<file path="config.mk">
export PLATFORM = sky130hd
export DESIGN_NAME = uart_rx_buffered
export DESIGN_NICKNAME = d
export VERILOG_FILES = /design/src/rtl/uart_pkg.sv /design/src/rtl/uart_rx_fifo.sv /design/src/rtl/uart_rx_buffered.sv
export SDC_FILE = /design/constraint.sdc
export NUM_CORES = 1
export LEC_CHECK = 0
export ABC_CLOCK_PERIOD_IN_PS = 3170
export BUFFER_PORTS_ARGS = -buffer_cell sky130_fd_sc_hd__buf_2
export CAP_MARGIN = 25
export CORE_ASPECT_RATIO = 0.6
export CORE_MARGIN = 2
export CORE_UTILIZATION = 45
export CTS_CLUSTER_SIZE = 14
export DETAILED_ROUTE_END_ITERATION = 6
export GPL_TIMING_DRIVEN = 0
export SKIP_LAST_GASP = 1
export SLEW_MARGIN = 20
export SYNTH_ARGS = -nofsm -noshare
export SYNTH_HDL_FRONTEND = slang
export SYNTH_SLANG_ARGS = --single-unit
</file>
<file path="constraint.sdc">
create_clock -name SYSCLK -period 3.17 [get_ports SYSCLK]
set_input_delay 0.317 -clock SYSCLK [delete_from_list [all_inputs] [get_ports SYSCLK]]
set_output_delay 0.317 -clock SYSCLK [all_outputs]
set_load 0.01 [all_outputs]
</file>
<file path="src/rtl/uart_pkg.sv">
// Shared UART definitions: receiver FSM states, oversampling constants and
// ASCII constants also used by the transmit-side string generator.
package uart_pkg;

  typedef enum logic [2:0] {
    IDLE,
    START,
    DATA,
    STOP,
    WAIT_HIGH
  } rx_state_t;

  localparam int         OVERSAMPLE = 16;
  localparam logic [3:0] TICK_A     = 4'd7;
  localparam logic [3:0] TICK_B     = 4'd8;
  localparam logic [3:0] TICK_C     = 4'd9;
  localparam logic [3:0] TICK_LAST  = 4'(OVERSAMPLE - 1);

  localparam logic [7:0] SPACE = 8'h20;
  localparam logic [7:0] CR    = 8'h0d;
  localparam logic [7:0] LF    = 8'h0a;

  function automatic logic maj3(input logic a, input logic b, input logic c);
    return (a & b) | (a & c) | (b & c);
  endfunction

endpackage

</file>
<file path="src/rtl/uart_rx_fifo.sv">
// Show-ahead byte FIFO: head byte is presented combinationally while valid.
// Pointers carry one extra wrap bit so full and empty are distinguishable.
module uart_rx_fifo
  import uart_pkg::*;
#(
  parameter int DEPTH = 16
) (
  input  logic                   clk,
  input  logic                   rst_b,
  input  logic                   push,
  input  logic [7:0]             push_data,
  input  logic                   pop,
  output logic [7:0]             rd_data,
  output logic                   valid,
  output logic                   full,
  output logic [$clog2(DEPTH):0] level,
  output logic                   drop
);

  localparam int AW = $clog2(DEPTH);

  logic [7:0]  mem [DEPTH];
  logic [AW:0] wr_ptr;
  logic [AW:0] rd_ptr;
  logic        pop_ok;
  logic        push_ok;

  assign level   = wr_ptr - rd_ptr;
  assign valid   = (level != '0);
  assign full    = (level == (AW + 1)'(DEPTH));
  assign pop_ok  = pop & valid;
  // A simultaneous pop frees the slot, so a push into a full FIFO still lands.
  assign push_ok = push & (~full | pop_ok);
  assign drop    = push & full & ~pop_ok;

  always_ff @(posedge clk or negedge rst_b) begin
    if (!rst_b) begin
      wr_ptr <= '0;
      rd_ptr <= '0;
    end else begin
      if (push_ok) wr_ptr <= wr_ptr + (AW + 1)'(1);
      if (pop_ok)  rd_ptr <= rd_ptr + (AW + 1)'(1);
    end
  end

  always_ff @(posedge clk) begin
    if (push_ok) mem[wr_ptr[AW-1:0]] <= push_data;
  end

  // Gated so the read port shows 0 while empty, including straight after reset.
  assign rd_data = valid ? mem[rd_ptr[AW-1:0]] : 8'h00;

endmodule

</file>
<file path="src/rtl/uart_rx_buffered.sv">
// 8N1 UART receiver with 16x oversampling, 3-sample majority vote, a
// show-ahead receive FIFO and sticky framing/overrun flags.
module uart_rx_buffered
  import uart_pkg::*;
#(
  parameter int CLK_HZ = 50000000,
  parameter int BAUD   = 115200,
  parameter int DEPTH  = 16
) (
  input  logic                   SYSCLK,
  input  logic                   RST_B,
  input  logic                   UART_RX_I,
  input  logic                   RD_EN,
  input  logic                   CLR_ERR,
  output logic [7:0]             RD_DATA,
  output logic                   RD_VALID,
  output logic                   FIFO_FULL,
  output logic [$clog2(DEPTH):0] LEVEL,
  output logic                   FRAME_ERR,
  output logic                   OVERRUN,
  output logic                   RX_BUSY
);

  localparam int DIV_RAW = (CLK_HZ + BAUD * 8) / (BAUD * 16);
  localparam int DIV     = (DIV_RAW < 1) ? 1 : DIV_RAW;
  localparam int CW      = (DIV > 1) ? $clog2(DIV) : 1;

  logic          rx_m, rx_s, rx_prev;
  logic [CW-1:0] div_cnt;
  logic          tick;
  rx_state_t     state, state_n;
  logic [3:0]    s_cnt, s_cnt_n;
  logic [2:0]    bit_idx, bit_idx_n;
  logic [7:0]    shreg, shreg_n;
  logic [2:0]    votes, votes_n;
  logic          maj_all, maj_now;
  logic          push, frame_set, start_edge, drop;

  // Synchronizer resets to the idle level so reset release is not a start edge.
  always_ff @(posedge SYSCLK or negedge RST_B) begin
    if (!RST_B) begin
      rx_m    <= 1'b1;
      rx_s    <= 1'b1;
      rx_prev <= 1'b1;
    end else begin
      rx_m    <= UART_RX_I;
      rx_s    <= rx_m;
      rx_prev <= rx_s;
    end
  end

  assign tick = (div_cnt == '0);

  always_ff @(posedge SYSCLK or negedge RST_B) begin
    if (!RST_B)                div_cnt <= '0;
    else if (start_edge || tick) div_cnt <= CW'(DIV - 1);
    else                       div_cnt <= div_cnt - CW'(1);
  end

  always_ff @(posedge SYSCLK or negedge RST_B) begin
    if (!RST_B) begin
      state   <= IDLE;
      s_cnt   <= '0;
      bit_idx <= '0;
      shreg   <= '0;
      votes   <= '1;
    end else begin
      state   <= state_n;
      s_cnt   <= s_cnt_n;
      bit_idx <= bit_idx_n;
      shreg   <= shreg_n;
      votes   <= votes_n;
    end
  end

  // At tick 15 all three votes are stored; at stop tick 9 the third is rx_s.
  assign maj_all = maj3(votes[0], votes[1], votes[2]);
  assign maj_now = maj3(votes[0], votes[1], rx_s);

  always_comb begin
    state_n    = state;
    s_cnt_n    = s_cnt;
    bit_idx_n  = bit_idx;
    shreg_n    = shreg;
    votes_n    = votes;
    push       = 1'b0;
    frame_set  = 1'b0;
    start_edge = 1'b0;
    if (tick && (state inside {START, DATA, STOP})) begin
      s_cnt_n = s_cnt + 4'd1;
      if (s_cnt == TICK_A) votes_n[0] = rx_s;
      if (s_cnt == TICK_B) votes_n[1] = rx_s;
      if (s_cnt == TICK_C) votes_n[2] = rx_s;
    end
    case (state)
      IDLE: begin
        if (rx_prev && !rx_s) begin
          state_n    = START;
          s_cnt_n    = 4'd0;
          start_edge = 1'b1;
        end
      end
      START: begin
        if (tick && s_cnt == TICK_LAST) begin
          state_n   = maj_all ? IDLE : DATA;
          bit_idx_n = 3'd0;
        end
      end
      DATA: begin
        if (tick && s_cnt == TICK_LAST) begin
          shreg_n   = {maj_all, shreg[7:1]};
          bit_idx_n = bit_idx + 3'd1;
          if (bit_idx == 3'd7) state_n = STOP;
        end
      end
      STOP: begin
        // Leave mid stop bit so the next start edge can arrive early.
        if (tick && s_cnt == TICK_C) begin
          if (maj_now) begin
            push    = 1'b1;
            state_n = IDLE;
          end else begin
            frame_set = 1'b1;
            state_n   = WAIT_HIGH;
          end
        end
      end
      WAIT_HIGH: begin
        if (rx_s) state_n = IDLE;
      end
      default: state_n = IDLE;
    endcase
  end

  assign RX_BUSY = (state != IDLE);

  // Read port: a byte is consumed in any cycle where RD_VALID and RD_EN are
  // both high; RD_EN is ignored while RD_VALID is low.
  uart_rx_fifo #(.DEPTH(DEPTH)) u_fifo (
    .clk       (SYSCLK),
    .rst_b     (RST_B),
    .push      (push),
    .push_data (shreg),
    .pop       (RD_EN),
    .rd_data   (RD_DATA),
    .valid     (RD_VALID),
    .full      (FIFO_FULL),
    .level     (LEVEL),
    .drop      (drop)
  );

  // A new error in the same cycle as CLR_ERR wins.
  always_ff @(posedge SYSCLK or negedge RST_B) begin
    if (!RST_B) begin
      FRAME_ERR <= 1'b0;
      OVERRUN   <= 1'b0;
    end else begin
      FRAME_ERR <= frame_set | (FRAME_ERR & ~CLR_ERR);
      OVERRUN   <= drop      | (OVERRUN   & ~CLR_ERR);
    end
  end

endmodule

</file>
# After elaboration in Yosys (flattened, before gate mapping)
# Memories as Yosys holds them, arrays and structs flattened.
# Cells that the tools add are included.
# Widths: inputs -> output; s select.
[word_totals]
latch_bits = 0
n_memories = 1
output_inout_bits = 18
inputBits = 5
ramBits = 128
reg_bits = 41
rom_bits = 0
[mem_list]
columns = ["name", "words", "width", "rd", "rd_clocked_by_memory_dff", "write_ports", "line", "source"]
rows = [
  ["u_fifo.mem", 16, 8, 1, 0, 1, "uart_rx_fifo.sv:22", "logic [7:0] mem [DEPTH];"],
]
[op_classes]
multipliers = 0
magnitude_cmp = 0
mux = 27
bitwise_logic = 21
shifts = 0
n_eq_ne = 16
reduce_logical = 18
n_addsub = 6
div_mod_pow = 0
[ops]
columns = ["op", "n"]
rows = [
  ["$mux 3", 9],
  ["$pmux 3 s5", 1],
  ["$eq 4x4->1 const B", 3],
  ["$mux 4", 3],
  ["$and 1x1->1", 11],
  ["$add 5x1->5 const B", 2],
  ["$mux 1", 10],
  ["$mux 8", 1],
  ["$ne 2x1->1 const B", 4],
  ["$reduce_and 2->1", 4],
  ["$or 1x1->1", 7],
  ["$eq 3x2->1 const B", 2],
  ["$eq 3x3->1 const B", 2],
  ["$pmux 3 s2", 1],
  ["$reduce_and 6->1", 1],
  ["$reduce_bool 3->1", 2],
  ["$eq 5x5->1 const B", 1],
  ["$logic_not 5->1", 1],
  ["$mux 5", 1],
  ["$reduce_bool 5->1", 1],
  ["$sub 5x1->5 const B", 1],
  ["$sub 5x5->5", 1],
  ["$add 4x1->4 const B", 1],
  ["$eq 4x3->1 const B", 1],
  ["other kinds (11)", 17],
]

# Logic depth before layout (Yosys ltp)
# Gate-level depths: netlist of run 1.
[depth]
depth_word = 9
depth_mapped = 11

# By module
# Synthesis of run 1 repeated with hierarchy kept, for this count alone.
[unflattened]
cells_unflattened = 438
hier_area_um2 = 7216.9
[by_module_without_submodules]
columns = ["mod", "cells_per_inst", "area_each_um2", "n_inst"]
rows = [
  ["uart_rx_fifo", 306, 5691.7, 1],
  ["uart_rx_buffered", 132, 1525.2, 1],
]

# Worst setup path after synthesis of run 1
# No wires, ideal clock.
[synth_path]
kind = "reg-to-reg"
start = "reg u_fifo.wr_ptr[0]"
end = "mem u_fifo.mem[10][0] (enable)"
period_less_slack_ns = 3.084
stages_incl_launch_ff = 11
arrival_ns = 2.752
setup_slack_ns = 0.086
setup_ns = 0.332
t_required_ns = 2.838
path_cell_list = "dfrtp_1 inv_1 ha_1 fa_1 xnor2_1 nor4bb_1 or2_2 clkbuf_1 a31oi_4 buf_6 and3_1"
[synth_between]
elab_chain_cells = 7
[synth_rtl]
columns = ["item", "line", "source"]
rows = [
  ["start: declaration", "uart_rx_fifo.sv:23", "logic [AW:0] wr_ptr;"],
  ["start signal: assignment", "uart_rx_fifo.sv:41", "if (push_ok) wr_ptr <= wr_ptr + (AW + 1)'(1);"],
  ["$sub 5x5->5 (*)", "uart_rx_fifo.sv:28", "assign level = wr_ptr - rd_ptr;"],
  ["via LEVEL[2]", "uart_rx_buffered.sv:18", "output logic [$clog2(DEPTH):0] LEVEL,"],
  ["$reduce_bool 5->1 or $eq 5x5->1 (tied branches)", "uart_rx_fifo.sv:29, uart_rx_fifo.sv:30", ""],
  ["$and 1x1->1 or $not 1->1 (tied branches)", "uart_rx_fifo.sv:31, uart_rx_fifo.sv:33", ""],
  ["$or 1x1->1 (*)", "uart_rx_fifo.sv:33", "assign push_ok = push & (~full | pop_ok);"],
  ["$and 1x1->1 (*)", "uart_rx_fifo.sv:33", ""],
  ["$mux 1 (*)", "uart_rx_fifo.sv:47", "if (push_ok) mem[wr_ptr[AW-1:0]] <= push_data;"],
  ["$mux 1 (implied by the code) (*)", "uart_rx_fifo.sv:47", ""],
  ["end: declaration", "uart_rx_fifo.sv:22", ""],
]
# The timed path passes the listed nets; every way through them passes the cells marked *.

# Worst setup path after layout of run 1
[layout_path]
start = "reg div_cnt[0]"
end = "mem u_fifo.mem[12][0] (enable)"
[layout_between]
elab_chain_cells = 7
[layout_rtl]
columns = ["item", "line", "source"]
rows = [
  ["start: declaration", "uart_rx_buffered.sv:29", "logic [CW-1:0] div_cnt;"],
  ["start signal: assignment", "uart_rx_buffered.sv:56", "else if (start_edge || tick) div_cnt <= CW'(DIV - 1);"],
  ["start signal: assignment", "uart_rx_buffered.sv:57", "else div_cnt <= div_cnt - CW'(1);"],
  ["$logic_not 5->1", "uart_rx_buffered.sv:52", "assign tick = (div_cnt == '0);"],
  ["$logic_and 1x1->1", "uart_rx_buffered.sv:118", "if (tick && s_cnt == TICK_C) begin"],
  ["$mux 1", "uart_rx_buffered.sv:118", ""],
  ["$mux 1", "uart_rx_buffered.sv:95", "case (state)"],
  ["$and 1x1->1", "uart_rx_fifo.sv:33", ""],
  ["$mux 1", "uart_rx_fifo.sv:47", ""],
  ["$mux 1 (implied by the code)", "uart_rx_fifo.sv:47", ""],
]
# No other way between the ends.

==> results of run 1 <==
==> worst reg2reg max path: stages, from the launching register on <==
cell	delay, ns
dfrtp_1	0.40
inv_1	0.10
ha_1	0.16
or4b_1	0.43
buf_2	0.18
or4_4	0.53
nand2b_4	0.20
a31oi_4	0.26
buf_6	0.18
and3_2	0.36
==> worst paths after layout <==
check                           slack [ns]  startpoint           endpoint
worst max-delay path                  0.05  div_cnt[0]  u_fifo.mem[12][0]
worst min-delay path                   0.1     CLR_ERR          FRAME_ERR
worst max register to register        0.05  div_cnt[0]  u_fifo.mem[12][0]
worst min register to register        0.36        rx_m               rx_s
max in group asynchronous             2.35       RST_B            rx_prev
min in group asynchronous             0.29       RST_B         div_cnt[1]
==> sequential cells by signal, summed over array words and instances, names as in the netlist <==
| register | cells |
|---|---|
| shreg | 8 |
| votes | 3 |
| u_fifo.rd_ptr | 5 |
| rx_s | 1 |
| u_fifo.mem | 128 |
| FRAME_ERR | 1 |
| bit_idx | 3 |
| u_fifo.wr_ptr | 5 |
| rx_m | 1 |
| div_cnt | 5 |
| s_cnt | 4 |
| OVERRUN | 1 |
| state | 3 |
| rx_prev | 1 |
==> repair_timing <==
item | in CTS | in global routing
setup endpoints to repair | 148 | 115
buffers inserted | 4 | 3
gates resized for setup | 44 | 17
pin swaps | 3 | 7
endpoints found under the hold margin | 1 | 8
hold buffers | 1 | 1
==> routing by layer <==
metal  vias up  track usage [%]  routed length [um]  share of wire, %
met3         8             3.72                1020               6.5
met2       108             26.9                6670                43
met5         -                0                   0                 0
li1       1732                -                   -                 -
met4         0             5.22                  95              0.61
met1      1992             31.3                7830                50
==> logic make-up (layout without fill, tap and decap cells) <==
kind of cell / Yosys count / count (layout) / share of synthesized area (%)
compound gates: 26 / 26 / 2.96
fa+ha+maj: 19 / 19 / 3.32
simple gates: 95 / 95 / 7.49
flops: 169 / 169 / 67.4
xor+xnor: 18 / 18 / 2.18
mux: 54 / 54 / 14.6
buf+inv: 36 / 99 / 1.99
==> per-stage QoR <==
| stage | instances | hold WS, ns |
|---|---|---|
| after CTS | 678 | 0.0594 |
| after detailed placement | 642 | 0.349 |
| after global placement | 642 | 0.352 |
| after global routing | 683 | 0.0965 |
| final | 683 | 0.0981 |
| after floorplan | 417 | 0.0214 |
==> power by group <==
group          total (mW)  internal (mW)  leakage (nW)  switching, mW
combinational        1.99          0.939          1.11           1.05
clock                2.00           1.05         0.281          0.947
sequential           2.53           2.44          1.92         0.0845
==> layout by cell type, fill, tap and decap left out, types with 10 or more instances in the layout <==
| cell type | instances |
|---|---|
| nor2_1 | 13 |
| nor2b_1 | 10 |
| ha_1 | 15 |
| dfrtp_1 | 35 |
| inv_1 | 16 |
| buf_2 | 24 |
| mux4_2 | 40 |
| and3_2 | 14 |
| nand2_1 | 17 |
| edfxtp_1 | 128 |
| clkbuf_16 | 17 |
| mux2_2 | 13 |
==> final cells by class <==
| cell class | instances | area, um^2 | area share, % |
|---|---|---|---|
| sequential | 169 | 4880 | 57.9 |
| multi-input combinational | 212 | 2300 | 27.3 |
| clock buffer | 17 | 425 | 5.05 |
| tap | 203 | 254 | 3.01 |
| timing repair buffer | 32 | 228 | 2.70 |
| clock inverter | 15 | 144 | 1.71 |
| buffer | 17 | 128 | 1.51 |
| inverter | 18 | 67.6 | 0.802 |
==> summary.txt, run 1 <==
Status
  • Run status: finished, final reports clean

STA
  • Final Setup Violations: 0
  • Max Fclk: 0.321 GHz
  • Crit share post-route: 98.3%
  • Final min period: 3.12 ns
  • Setup tns final: 0 ns
  • RSZ-0062 raised after global routing: yes
  • Setup ws final: 0.0533 ns
  • Final hold vios: 0
  • Slew Limit Fails: 0
  • Clk_skew: 0.00894 ns
  • Slew at the pin closest to its max-slew limit: 0.946 ns
  • Slew margin rel.: 36.1%

Synth
  • Cell accounting for the most synthesized area: edfxtp_1
  • Syn_nets: 439
  • Yosys Warn Count: 0
  • Area share of the largest cell type after synthesis: 53.1%
  • Post-synthesis sequential area ratio: 67.4%
  • Netlist cell types: 49
  • Synth Flop Type: edfxtp_1
  • Avg Inst Size Synth: 17.3 um^2
  • Synth Register Bits: 169
  • Ys async rst share: 24.3%
  • Number of synthesized flops with an enable pin: 128
  • Top-count cell post-synth: edfxtp_1
  • Leading cell types by count after synthesis: edfxtp_1 (128), mux4_2 (40), dfrtp_1 (35)
  • Post-Synthesis Cells: 417
  • Synth Cell Area: 7230 um^2
  • Synth area leaders: edfxtp_1 (53%), mux4_2 (12%), dfrtp_1 (12%), ha_1 (2.8%), dfstp_2 (2.2%)

Critical path
  • Crit end category: register
  • CP required: 3.27 ns
  • Crit-path leading delay family: simple AND/OR/NAND/NOR gates
  • Slowest CP cell: or4_4
  • Reg2Reg Depth: 9
  • CP Launch Type: register
  • Crit-path max FO: 10
  • Crit path DAT: 3.22 ns
  • Critical setup path kind: reg -> reg
  • WP buf/inv: 3
  • Critical path depth in cells: 9
  • Crit path largest cell delay: 0.53 ns
  • CP Cell Sequence: inv_1 -> ha_1 -> or4b_1 -> buf_2 -> or4_4 -> nand2b_4 -> a31oi_4 -> buf_6 -> and3_2

Route
  • Average wire per standard cell: 22.9 um
  • Total wire length: 15600 um
  • Post-route ant nets: 0
  • DR vias/cell: 5.62
  • Initial DRT Pass Iterations: 4
  • Vias: 3840
  • Initial DRC Count: 388
  • DRC Markers: 0

Power and ir drop
  • Max VDD drop: 0.306 mV
  • Total power: 6.51 mW
  • Power Density: 772 nW/um^2
  • Leak: 3.31 nW

Clock network
  • TritonCTS clock tree: yes
  • TritonCTS buffer count: 17
  • Root Driver: clkbuf_16
  • H-tree depth: 4
  • Clk slew on worst S/H paths: 0.07 ns
  • Clk sink count: 169
  • CTS max path bufs: 2
  • Clk_lat worst skew: 0.42 ns

Floorplan
  • Initial Util: 46.5%
  • Die width: 168 um
  • Core area: 15500 um^2
  • Top Ports: 23
  • Die area: 17100 um^2
  • Rows: 35
  • Die Ht: 102 um

Finish
  • Filler instances: 1228
  • Share of layout cells above drive strength 1: 34.4%
  • Diode count: 0
  • Final core occ: 54.2%
  • Design area: 8430 um^2
  • Layout Nets: 489
  • Synthesis-to-finish area growth: 16.5%

Worst hold path
  • Hold Path Stages: 2
  • Hold crit path type: in -> reg

Global routing
  • Grt ovf: 0
  • Initial antenna violation count: 0
  • Overall Global Routing Usage: 19.4%
  • Vias in the first global route: 3729
  • Largest net degree at the start of global routing: 42
  • First-pass GRT wire length: 23300 um

Placed design
  • Detailed Place HPWL: 10500 um
  • Placed inst area: 7600 um^2
  • PortBufs: 22
  • RePlAce Congestion: 0.810
  • Dpl ws: -0.892 ns

Flow run
  • Max-cap violations: 0
No activity file was read; power rests on OpenSTA's default activity.
==> run 2, diff against run 1 <==
CORE_UTILIZATION = 38   (was 45)
SETUP_SLACK_MARGIN = 0.3   (was unset)
==> summary.txt, run 2 (synthesis results as in run 1) <==
Status
  • Run status: finished, final reports clean

STA
  • Clk_skew: 0.0121 ns (+0.00319 ns)
  • RSZ-0062 raised after global routing: yes
  • Final Setup Violations: 0 (unchanged)
  • Final hold vios: 0 (unchanged)
  • Final min period: 2.93 ns (-0.189 ns)
  • Slew margin rel.: 53.1% (+17 points)
  • Setup ws final: 0.243 ns (+0.189 ns)
  • Crit share post-route: 92.3% (-6.0 points)
  • Slew at the pin closest to its max-slew limit: 0.697 ns (-0.248 ns)
  • Max Fclk: 0.342 GHz (+6.5%)
  • Slew Limit Fails: 0 (unchanged)

Finish
  • Share of layout cells above drive strength 1: 38.9% (+4.5 points)
  • Commonest non-fill, non-tap cell in the layout: edfxtp_1
  • Largest register FFs: 128 (unchanged)
  • Commonest non-fill, non-tap cells in the layout: edfxtp_1 (128), mux4_2 (40), dfrtp_1 (34)
  • Layout Nets: 505 (+3.3%)
  • Diode count: 0 (unchanged)
  • Fin cells: 742 (+8.6%)
  • Multi-input logic area: 2390 um^2 (+3.7%)
  • Synthesis-to-finish area growth: 21.2%
  • Filler instances: 1588 (+29%)
  • Storage element area: 4880 um^2 (about the same)

Clock network
  • Clk slew on worst S/H paths: 0.07 ns (about the same)
  • Clk sink count: 169 (unchanged)
  • TritonCTS clock tree: yes
  • H-tree depth: 4 (unchanged)
  • CTS max path bufs: 2 (unchanged)
  • Root Driver: clkbuf_16
  • Clk_lat worst skew: 0.43 ns (about the same)
  • TritonCTS buffer count: 17 (unchanged)

Critical path
  • Crit path DAT: 2.61 ns (-0.61 ns)
  • CP Launch Type: register
  • Worst reg2reg path endpoint: u_fifo.mem[7][3]
  • Critical setup path kind: reg -> out
  • Worst reg2reg setup slack: 0.38 ns (+0.33 ns)
  • Reg2Reg Depth: 10 (+1)
  • Crit end category: primary output
  • CP required: 2.85 ns (-0.42 ns)
  • Crit-path max FO: 10 (unchanged)
  • Worst R2R Start: u_fifo.rd_ptr[2]

Route
  • Initial DRT Pass Iterations: 4 (unchanged)
  • DR vias/cell: 5.27 (-6.3%)
  • Average wire per standard cell: 20.4 um (-11%)
  • Initial DRC Count: 212 (-45%)
  • Vias: 3909 (+1.8%)
  • Post-route ant nets: 0 (unchanged)
  • DRC Markers: 0 (unchanged)
  • Total wire length: 15100 um (-3.1%)

Global routing
  • Initial antenna violation count: 0 (unchanged)
  • Largest net degree at the start of global routing: 42 (unchanged)
  • Overall Global Routing Usage: 16.0% (-3.4 points)
  • Grt ovf: 0 (unchanged)
  • First-pass GRT wire length: 23600 um (+1.1%)
  • Vias in the first global route: 4062 (+8.9%)

Floorplan
  • Initial Util: 38.4% (-8.1 points)
  • Top Ports: 23 (unchanged)
  • Core area: 18800 um^2 (+21%)
  • Rows: 39 (+11%)
  • Die area: 20200 um^2 (+18%)
  • Die Ht: 111 um (+8.5%)
  • Die width: 182 um (+8.6%)

Power and ir drop
  • Power Density: 756 nW/um^2 (-2.1%)
  • Max VDD drop: 0.479 mV (+56%)
  • Leak: 3.39 nW (+2.6%)

Placed design
  • Dpl ws: -0.406 ns (+0.486 ns)
  • Detailed Place HPWL: 10000 um (-4.9%)
  • PortBufs: 22 (unchanged)
  • Dpl cells: 685 (+6.7%)
  • RePlAce Congestion: 0.805 (-0.69%)

Worst hold path
  • Min-delay src: CLR_ERR
  • Hold endpoint: FRAME_ERR
  • Hold Path Stages: 2 (unchanged)
  • Hold crit path type: in -> reg

Flow run
  • Max-cap violations: 0 (unchanged)
==> run 2: cell types whose count changed in the layout (fill, tap and decap cells not counted), sizes merged <==
cell,before,now
buf,39,53
clkbuf,25,27
clkinv,3,4
inv,29,28
==> run 2: layer usage <==
metal | share of wire (%) | track usage (%) | routed length [um]
met1 | 47 | 22.7 | 7090
met2 | 47 | 24.1 | 7150
met3 | 5.2 | 5.29 | 792
met4 | 0.60 | 3.39 | 90
met5 | 0 | 0 | 0
==> run 2: metrics by stage <==
step                setup TNS [ns]  power [mW]  utilization [%]  area, um^2  hold WS (ns)
floorplan                        0        3.73                -        7250        0.0214
global route                     0        6.94             46.5        8770        0.0843
CTS                              0        6.59             45.9        8640        0.0561
finish                           0        6.63             46.5        8770        0.0972
global placement            -29.08        4.22             40.7        7670         0.349
detailed placement          -34.88        4.25             40.7        7670         0.349
==> run 2: layout make-up <==
type | instances | area share [%]
flip-flops and latches | 169 | 55.7
clock inverters | 15 | 1.76
repair buffers | 47 | 4.25
clock buffers | 17 | 4.85
well taps | 246 | 3.51
multi-input cells | 212 | 27.3
inverters | 18 | 0.799
plain buffers | 18 | 1.91
==> run 2: what timing repair did <==
action,4_1_cts,5_1_grt
hold buffers,1,1
buffers inserted,17,4
resized for setup,76,19
endpoints found under the setup margin,145,141
hold endpoints to repair,1,8
pin swaps,8,7
cloned,0,1
==> run 2: how the worst max path moves through the flow <==
stage | startpoint | end
global placement | u_fifo.rd_ptr[1] | RD_DATA[7]
finish | u_fifo.rd_ptr[0] | RD_DATA[0]
CTS | u_fifo.rd_ptr[0] | RD_DATA[7]
floorplan | u_fifo.wr_ptr[0] | u_fifo.mem[10][0]
global route | u_fifo.rd_ptr[0] | FIFO_FULL
detailed placement | u_fifo.rd_ptr[1] | RD_DATA[7]
==> run 2: critical path: stages (launching register included) <==
cell and delay [ns]:
dfrtp_1 0.41, clkbuf_8 0.22, buf_6 0.20, mux4_2 0.55, mux4_2 0.50, nor2b_2 0.17
buf_2 0.13
==> run 2: power by group <==
| part | total [mW] | switching (mW) | internal (mW) |
|---|---|---|---|
| Combinational | 2.08 | 1.03 | 1.05 |
| Sequential | 2.54 | 0.0968 | 2.44 |
| Clock | 2.01 | 0.958 | 1.05 |
==> run 3, diff against run 2 <==
ABC_CLOCK_PERIOD_IN_PS = 3400   (was 3170)
clock period = 3.4 ns   (was 3.17 ns; I/O delays follow)
==> summary.txt, run 3 (synthesis results as in run 1) <==
Status
  • Run status: finished, final reports clean

Global routing
  • Grt ovf: 0 (unchanged)
  • Overall Global Routing Usage: 16.0% (about the same)
  • Vias in the first global route: 4022 (-0.98%)
  • Initial antenna violation count: 0 (unchanged)
  • First-pass GRT wire length: 23500 um (-0.26%)
  • Largest net degree at the start of global routing: 42 (unchanged)

Worst hold path
  • Hold crit path type: in -> reg

Power and ir drop
  • Internal Pwr Total: 4.27 mW (-6.0%)
  • Switching share of power: 30.7% (-0.65 points)
  • Clock power share: 31.6% (+1.2 points)
  • Seq pwr share: 38.2% (about the same)
  • Total power: 6.17 mW (-6.9%)
  • Leak: 3.34 nW (-1.5%)
  • Max VDD drop: 0.383 mV (-20%)
  • Comb power frac: 30.2% (-1.1 points)
  • Switching Power: 1.90 mW (-8.8%)
  • Power Density: 714 nW/um^2 (-5.5%)

Floorplan
  • Die width: 182 um (unchanged)
  • Die Ht: 111 um (unchanged)
  • Initial Util: 38.4% (unchanged)
  • Top Ports: 23 (unchanged)
  • Rows: 39 (unchanged)
  • Die area: 20200 um^2 (unchanged)
  • Core area: 18800 um^2 (unchanged)

Placed design
  • RePlAce Congestion: 0.800 (-0.63%)
  • Detailed Place HPWL: 10200 um (+2.1%)
  • Dpl ws: -0.586 ns (-0.180 ns)
  • Dpl cells: 685 (unchanged)
  • Placed inst area: 7650 um^2 (-0.29%)
  • PortBufs: 22 (unchanged)

Route
  • DRC Markers: 0 (unchanged)
  • Post-route ant nets: 0 (unchanged)
  • Total wire length: 15600 um (+2.9%)
  • Initial DRT Pass Iterations: 4 (unchanged)
  • DR vias/cell: 5.30 (+0.57%)
  • Initial DRC Count: 330 (+56%)
  • Vias: 3910 (+0.026%)
  • Average wire per standard cell: 21.1 um (+3.4%)

Critical path
  • CP Launch Type: register
  • CP required: 3.52 ns (+0.67 ns)
  • Critical path's most frequent cell: buf_4
  • Crit path DAT: 3.19 ns (+0.58 ns)
  • Critical setup path kind: reg -> reg
  • Crit end category: register
  • Slowest CP cell: or4_4
  • Crit-path max FO: 8 (-2)
  • CP Cell Sequence: inv_2 -> ha_2 -> or4b_4 -> buf_4 -> or4_4 -> nand2b_4 -> a31oi_4 -> buf_4 -> buf_6 -> and3_4
  • Crit path largest cell delay: 0.52 ns (-0.03 ns)

STA
  • Slew Limit Fails: 0 (unchanged)
  • WHS: 0.115 ns (+0.0178 ns)
  • Final hold vios: 0 (unchanged)
  • Setup ws final: 0.332 ns (+0.0892 ns)
  • Slew margin rel.: 38.6% (-14 points)
  • Crit share post-route: 90.2%
  • Max Fclk: 0.326 GHz
  • Clk_skew: 0.0158 ns (+0.00366 ns)
  • Final Setup Violations: 0 (unchanged)
  • Final min period: 3.07 ns
  • RSZ-0062 raised after global routing: yes
  • Setup tns final: 0 ns (unchanged)
  • Slew at the pin closest to its max-slew limit: 0.908 ns (+0.211 ns)

Clock network
  • Clk sink count: 169 (unchanged)
  • H-tree depth: 4 (unchanged)
  • TritonCTS buffer count: 17 (unchanged)
  • CTS max path bufs: 2 (unchanged)
  • Clk_lat worst skew: 0.43 ns (about the same)
  • Root Driver: clkbuf_16
  • Clk slew on worst S/H paths: 0.07 ns (about the same)
  • TritonCTS clock tree: yes

Finish
  • Commonest non-fill, non-tap cell in the layout: edfxtp_1
  • Fin cells: 738 (-0.54%)
  • Share of layout cells above drive strength 1: 36.9% (-2.0 points)
  • Layout Nets: 500 (-0.99%)
  • Synthesis-to-finish area growth: 19.5%
  • Largest register FFs: 128 (unchanged)
  • Final core occ: 45.9% (-0.67 points)
  • Commonest non-fill, non-tap cells in the layout: edfxtp_1 (128), mux4_2 (40), dfrtp_1 (34)
  • Design area: 8640 um^2 (-1.4%)

Flow run
  • Max-cap violations: 0 (unchanged)
run 3: per-layer routing:
metal	global-route usage (%)	share of wire, %	vias up	wire, um
met4	4.03	0.58	0	90
met5	0	0	-	0
met1	23.8	47	2070	7390
li1	-	-	1757	-
met3	3.45	5.9	10	919
met2	24.0	46	73	7160
run 3: power groups by stage:
stage | clock network [mW] | registers, mW | logic [mW]
final | 1.95 | 2.36 | 1.86
after global routing | 2.08 | 2.37 | 2.01
after CTS | 1.98 | 2.35 | 1.84
after detailed placement | 0 | 2.40 | 1.57
after global placement | 0 | 2.40 | 1.53
after floorplan | 0 | 2.38 | 1.08
run 3: layout make-up:
class                   count  area (um^2)
clock inverters            15          168
diodes                      1         2.50
inverters                  18         67.6
multi-input cells         212         2350
fillers                  1627        10200
flip-flops and latches    169         4880
plain buffers              18          153
clock buffers              17          425
repair buffers             42          285
well taps                 246          308
run 3: critical path: cells and delay by family, from the launching register on:
kind,cells,cell delay [ns]
AND/OR/NAND/NOR,4,1.46
buffers and inverters,4,0.50
AO/OA/AOI/OAI,1,0.20
adder cells (fa/ha/maj),1,0.17
flip-flops,1,0.41
run 3: worst paths after layout:
check,start,endpoint,slack (ns),depth (start not counted)
setup / recovery,div_cnt[0],u_fifo.mem[11][4],0.33,10
hold / removal,CLR_ERR,FRAME_ERR,0.12,2
setup reg to reg,div_cnt[0],u_fifo.mem[11][4],0.33,10
hold reg to reg,rx_m,rx_s,0.36,0
max in group asynchronous,RST_B,u_fifo.wr_ptr[1],2.60,3
min in group asynchronous,RST_B,s_cnt[0],0.32,2
run 3: repair_timing:
action | CTS | global route
endpoints found under the hold margin | 1 | 5
setup endpoints to repair | 147 | 139
gates resized for setup | 75 | 13
setup buffers | 5 | 11
hold buffers | 1 | 1
gates cloned | 0 | 1
pin swaps | 7 | 5
